===== src/rtl/async_fifo_pkg.sv =====
// Shared types and helpers for the async FIFO read-side packer.
package async_fifo_pkg;

  // Packer control state: RUN packs normally, FLUSH waits for the FIFO to
  // drain and then emits whatever lanes are held as a partial beat.
  typedef enum logic {
    RUN   = 1'b0,
    FLUSH = 1'b1
  } rd_pack_state_e;

  // Default number of FIFO words packed into one output beat.
  localparam int unsigned RD_PACK_RATIO_DEFAULT = 4;

  // Widest lane mask lane_mask() can produce; RATIO must not exceed this.
  localparam int unsigned RD_PACK_MAX_LANES = 64;

  // Bit i is set for every lane index i < n. Used to zero-fill the lanes of a
  // partial beat that were not written since the last emitted beat.
  function automatic logic [RD_PACK_MAX_LANES-1:0] lane_mask(input int unsigned n);
    logic [RD_PACK_MAX_LANES-1:0] m;
    for (int unsigned i = 0; i < RD_PACK_MAX_LANES; i++) begin
      m[i] = (i < n);
    end
    return m;
  endfunction

endpackage


===== src/rtl/rd_pack_outreg.sv =====
// Output beat register of the read-side packer: a single-entry valid/ready
// stage that loads a new beat, holds it under backpressure and drains it on
// acceptance. A load and a drain in the same cycle keep valid high.
module rd_pack_outreg #(
  parameter int unsigned W  = 32,
  parameter int unsigned CW = 3
) (
  input  logic          clk,
  input  logic          rst,
  input  logic          load,
  input  logic [W-1:0]  load_data,
  input  logic [CW-1:0] load_cnt,
  input  logic          out_ready,
  output logic          out_valid,
  output logic [W-1:0]  out_data,
  output logic [CW-1:0] out_cnt,
  output logic          out_free
);

  logic          valid_q, valid_d;
  logic [W-1:0]  data_q,  data_d;
  logic [CW-1:0] cnt_q,   cnt_d;

  // The register can take a new beat when it is empty or being drained now.
  assign out_free  = !valid_q || out_ready;
  assign out_valid = valid_q;
  assign out_data  = data_q;
  assign out_cnt   = cnt_q;

  // Next-state: load wins over drain; otherwise data/cnt hold unchanged.
  always_comb begin
    valid_d = valid_q;
    data_d  = data_q;
    cnt_d   = cnt_q;
    if (load) begin
      valid_d = 1'b1;
      data_d  = load_data;
      cnt_d   = load_cnt;
    end else if (valid_q && out_ready) begin
      valid_d = 1'b0;
    end
  end

  // Output register with synchronous reset.
  always_ff @(posedge clk) begin
    if (rst) begin
      valid_q <= 1'b0;
      data_q  <= '0;
      cnt_q   <= '0;
    end else begin
      valid_q <= valid_d;
      data_q  <= data_d;
      cnt_q   <= cnt_d;
    end
  end

endmodule


===== src/rtl/async_fifo_rd_packer.sv =====
// Read-side consumer of the async FIFO (rclk domain). Pops show-ahead words
// whenever the FIFO is non-empty and there is room, packs RATIO words LSB-first
// into one output beat, and on a flush request emits the held lanes as a
// zero-filled partial beat once the FIFO has drained.
module async_fifo_rd_packer
  import async_fifo_pkg::*;
#(
  parameter int unsigned DSIZE = 8,
  parameter int unsigned RATIO = RD_PACK_RATIO_DEFAULT,
  parameter int unsigned CW    = $clog2(RATIO + 1)
) (
  input  logic                   rclk,
  input  logic                   rrst,
  input  logic                   rempty,
  input  logic [DSIZE-1:0]       rdata,
  output logic                   rinc,
  input  logic                   flush,
  output logic                   out_valid,
  input  logic                   out_ready,
  output logic [RATIO*DSIZE-1:0] out_data,
  output logic [CW-1:0]          out_cnt,
  output logic                   busy
);

  localparam logic [CW-1:0] CNT_LAST = CW'(RATIO - 1);
  localparam logic [CW-1:0] CNT_FULL = CW'(RATIO);

  rd_pack_state_e                  state_q, state_d;
  logic [CW-1:0]                   cnt_q,   cnt_d;
  logic [RATIO-2:0][DSIZE-1:0]     acc_q,   acc_d;

  logic                            out_free;
  logic                            flush_emit;
  logic                            pop;
  logic                            full_load;
  logic                            load;
  logic [RATIO*DSIZE-1:0]          load_data;
  logic [CW-1:0]                   load_cnt;
  logic [RATIO-2:0]                lane_en;

  // Partial beat goes out only once the FIFO is empty, so any word that
  // arrives during FLUSH is packed first.
  assign flush_emit = (state_q == FLUSH) && rempty && (cnt_q != '0) && out_free;

  // The last lane of a beat can only be popped if the output register can
  // take the completed beat this cycle (combinational out_ready -> rinc).
  assign pop       = !rrst && !rempty && ((cnt_q != CNT_LAST) || out_free) && !flush_emit;
  assign full_load = pop && (cnt_q == CNT_LAST);
  assign load      = full_load || flush_emit;
  assign rinc      = pop;
  assign busy      = (cnt_q != '0) || (state_q == FLUSH);

  // Beat assembly: full beat takes the live word as the top lane; a flush
  // beat keeps only lanes written since the last beat, zero-filling the rest.
  always_comb begin
    lane_en   = (RATIO - 1)'(lane_mask(32'(cnt_q)));
    load_data = '0;
    load_cnt  = cnt_q;
    if (full_load) begin
      load_data = {rdata, acc_q};
      load_cnt  = CNT_FULL;
    end else begin
      for (int unsigned i = 0; i < RATIO - 1; i++) begin
        if (lane_en[i]) begin
          load_data[i*DSIZE +: DSIZE] = acc_q[i];
        end
      end
    end
  end

  // Lane accumulator, lane index and flush FSM next-state.
  always_comb begin
    state_d = state_q;
    cnt_d   = cnt_q;
    acc_d   = acc_q;

    if (pop) begin
      if (cnt_q == CNT_LAST) begin
        cnt_d = '0;
      end else begin
        for (int unsigned i = 0; i < RATIO - 1; i++) begin
          if (cnt_q == CW'(i)) begin
            acc_d[i] = rdata;
          end
        end
        cnt_d = cnt_q + CW'(1);
      end
    end

    if (flush_emit) begin
      cnt_d = '0;
    end

    case (state_q)
      RUN: begin
        if (flush) begin
          state_d = FLUSH;
        end
      end
      FLUSH: begin
        // Leave once drained: either nothing was held or the partial beat
        // is being emitted now. A repeated flush here is simply ignored.
        if (rempty && ((cnt_q == '0) || flush_emit)) begin
          state_d = RUN;
        end
      end
      default: state_d = RUN;
    endcase
  end

  // Packer state registers; reset discards any held lanes.
  always_ff @(posedge rclk) begin
    if (rrst) begin
      state_q <= RUN;
      cnt_q   <= '0;
      acc_q   <= '0;
    end else begin
      state_q <= state_d;
      cnt_q   <= cnt_d;
      acc_q   <= acc_d;
    end
  end

  rd_pack_outreg #(
    .W  (RATIO * DSIZE),
    .CW (CW)
  ) u_outreg (
    .clk       (rclk),
    .rst       (rrst),
    .load      (load),
    .load_data (load_data),
    .load_cnt  (load_cnt),
    .out_ready (out_ready),
    .out_valid (out_valid),
    .out_data  (out_data),
    .out_cnt   (out_cnt),
    .out_free  (out_free)
  );

endmodule

===== config.mk =====
export PLATFORM = sky130hd
export DESIGN_NAME = async_fifo_rd_packer
export DESIGN_NICKNAME = d
export VERILOG_FILES = /design/src/rtl/async_fifo_pkg.sv /design/src/rtl/rd_pack_outreg.sv /design/src/rtl/async_fifo_rd_packer.sv
export SDC_FILE = /design/constraint.sdc
export NUM_CORES = 1
export LEC_CHECK = 0
export BUFFER_PORTS_ARGS = -buffer_cell sky130_fd_sc_hd__buf_2
export CORE_ASPECT_RATIO = 1.5
export CORE_UTILIZATION = 28
export CTS_CLUSTER_SIZE = 28
export DETAILED_ROUTE_END_ITERATION = 12
export PLACE_DENSITY_LB_ADDON = 0.12
export SYNTH_ARGS = -nofsm -noshare
export SYNTH_HDL_FRONTEND = slang
export SYNTH_SLANG_ARGS = --single-unit

===== constraint.sdc =====
create_clock -name rclk -period 1.9 [get_ports rclk]
set_input_delay 0 -clock rclk [delete_from_list [all_inputs] [get_ports rclk]]
set_output_delay 0 -clock rclk [all_outputs]
set_load 0.02 [all_outputs]

==> reports/qor.yml <==
clk_latency_ns: 0.33
worstPathArrival_ns: 1.99
clock-root-buffer: "clkbuf_16"
yosys-top-cells-area: "dfxtp_1 (55%), a22o_1 (12%), mux2i_1 (7.3%)"
crit_type: "reg2reg"
area_growth_pct: 39.67
net-switching-power_uw: 706.0
synth_area_sq_um: 2325
cp-end-kind: "register"
grt_pass1_vias: 1804
place_hpwl_um: 4160
cts_made_buffers: 9
grt_max_degree: 33
finalCritPeriodShare: 0.9341
setup-tns-final_ns: 0
switching_share: 0.2161
wire_per_inst_um: 14.52
finish.utilization: 0.4055
synth_nets: 231
drc: 0
cpMostUsedCell: "nor3_4"
initial_core_util: 0.2903
rsz0062_at_grt: "no"
yosys.cell_types.count: 33
die-area_sq_um: 8679
final_cells: 404
antenna_cells: 0
ys.warnings.count: 0
hold_class: "in2reg"
io_pins: 51
crit_buf_inv: 3
fin_crit_ns: 1.775
synth_top_area_frac: 0.5511
grt_overflow: 0
max-cap-violations: 0
drive_above_1_share: 0.3244
via_count: 1839
p_seq_frac: 0.420
cts_tree: "done"
setup_viol: 0
grt_pass1_wl_um: 9411
drtAntennaViolNets: 0
row_count: 40
synth-seq-cells: 64
routed_wirelength_um: 5865
pwr-share-comb: 0.058
power_density_nw_per_um2: 1006
synthArstFlopShare: 0
intPower_mw: 2.561
irDropWorstVdd_mv: 0.4743
antenna_found_initial: 0
drtIter0Drc: 91
final-max-slew-violation-count: 0
synth.avg_cell_area_sq_um: 10.81
yosysMostFrequentCell: "dfxtp_1"
place_congestion: 0.8354
slowest_stage: "dfxtp_1"
synth_common_cells: "dfxtp_1 (64), a22o_1 (32), nor2_1 (21), mux2i_1 (17)"
clkPwrFrac: 0.522
firstDrtPassIters: 5
synthFlopType: "dfxtp_1"
synthCells: 215
slew_headroom: 0.6551
dp.cells: 379
fmax_mhz: 563.4
htreeDepth: 3
worst_pin_slew_ns: 0.5135
critPathTopFamily: "simple AND/OR/NAND/NOR gates"
synth_top_area_cell: "dfxtp_1"
skew_ns: 0.006830
port_buffers: 50
yosysSeqAreaShare: 0.5511
nets: 310
synth_edf_count: 0
slowest_delay_ns: 0.34
cts.path.max_buffers: 2
hold_viol: 0
cts.clk_slew.worst_paths_ns: 0.05
coreArea_sq_um: 8008
crit_fanout: 32
fp.dieW_um: 76.40
vias_per_cell: 4.552
grt_usage: 0.1477
status: "completed"
critPathLaunchType: "register"
cp_cell_sequence: "inv_1 > ha_1 > nor2b_1 > buf_4 > nor3_4 > nor3_4 > buf_12 > a22o_1"
n_fill_cell: 824
cp.required_ns: 2.11
cts.sinks: 64
die_h_um: 113.6
power.leakage_nw: 1.487
[final timing paths]
path                            startpoint                    to  slack (ns)  cells after the start
worst max register to register    cnt_q[0]  u_outreg.out_data[0]        0.13                      8
worst min register to register    acc_q[2]              acc_q[2]        0.45                      2
worst max-delay path              cnt_q[0]  u_outreg.out_data[0]        0.13                      8
worst min-delay path              rdata[0]              acc_q[0]       0.004                      3
[placed cells by master, fill, tap and decap left out, types with 2 or more instances in the layout]
| cell | Yosys | final |
|---|---|---|
| dlygate4sd3_1 | 0 | 7 |
| ha_1 | 3 | 3 |
| a21oi_1 | 10 | 10 |
| nand2_1 | 12 | 12 |
| inv_1 | 3 | 3 |
| a22o_1 | 32 | 32 |
| nor3_1 | 6 | 5 |
| nand2b_1 | 3 | 3 |
| nor3_4 | 1 | 2 |
| nand3_1 | 12 | 12 |
| dfxtp_1 | 64 | 64 |
| clkbuf_8 | 0 | 3 |
| nor2b_1 | 2 | 2 |
| nor2_1 | 21 | 21 |
| clkbuf_16 | 0 | 9 |
| nor4_4 | 1 | 2 |
| mux2i_1 | 17 | 17 |
| buf_4 | 0 | 21 |
| buf_2 | 7 | 50 |
[worst reg2reg max path: stages (launching register included)]
cell and delay (ns):
dfxtp_1 0.34, inv_1 0.06, ha_1 0.20, nor2b_1 0.16, buf_4 0.18, nor3_4 0.21, nor3_4 0.08, buf_12 0.17
a22o_1 0.26
[power by group through the flow]
stage	combinational [mW]	clock (mW)	sequential [mW]
global placement	0.179	0	1.40
detailed placement	0.178	0	1.40
CTS	0.191	1.75	1.37
finish	0.190	1.70	1.37
floorplan	0.0937	0	1.40
global route	0.210	1.84	1.37
[state kept, by name, summed over array words and instances (netlist names)]
name,cells
acc_q,24
u_outreg.out_valid,1
u_outreg.out_data,32
cnt_q,3
u_outreg.out_cnt,3
state_q,1
[repair_timing]
item	4_1_cts	5_1_grt
hold buffers	7	0
cloned	0	0
pin swaps	1	3
endpoints found under the setup margin	8	40
hold endpoints to repair	18	0
buffers inserted	0	2
resized for setup	0	3
[cell type report]
| cell class | instances | area [sq um] | area share |
|---|---|---|---|
| Clock buffer | 12 | 266.5 | 0.08208 |
| Clock inverter | 4 | 51.30 | 0.01580 |
| Inverter | 3 | 11.26 | 0.003468 |
| Multi-Input combinational cell | 137 | 1007 | 0.3102 |
| Sequential cell | 64 | 1281 | 0.3946 |
| Tap cell | 105 | 131.4 | 0.04046 |
| Timing Repair Buffer | 79 | 498.0 | 0.1534 |
[cell families after synthesis]
group | share of synthesized area
AND/OR/NAND/NOR | 0.1507
flip-flops | 0.5511
adder cells (fa/ha/maj) | 0.01615
multiplexers | 0.07320
AO/OA/AOI/OAI | 0.1825
buffers and inverters | 0.02637
[stage by stage]
step                area (sq um)  worst slack [ns]  hold slack, ns  power [mW]
global route                3247         0.0006175         0.01147       3.419
global placement            2825         -0.008999          0.2545       1.580
floorplan                   2325           0.06288          0.1327       1.495
detailed placement          2825          -0.04417          0.2603       1.579
finish                      3247            0.1252        0.004278       3.267
CTS                         3213          0.002070        0.002318       3.316
[per-layer routing]
metal | vias to the layer above | global-route usage | wire, um
met3 | 10 | 0.03840 | 202
met4 | 0 | 0.08462 | 145
met5 | - | 0 | 0
met1 | 846 | 0.1620 | 2500
met2 | 40 | 0.2571 | 3017
li1 | 943 | - | -
(Power assumes the default switching activity.)
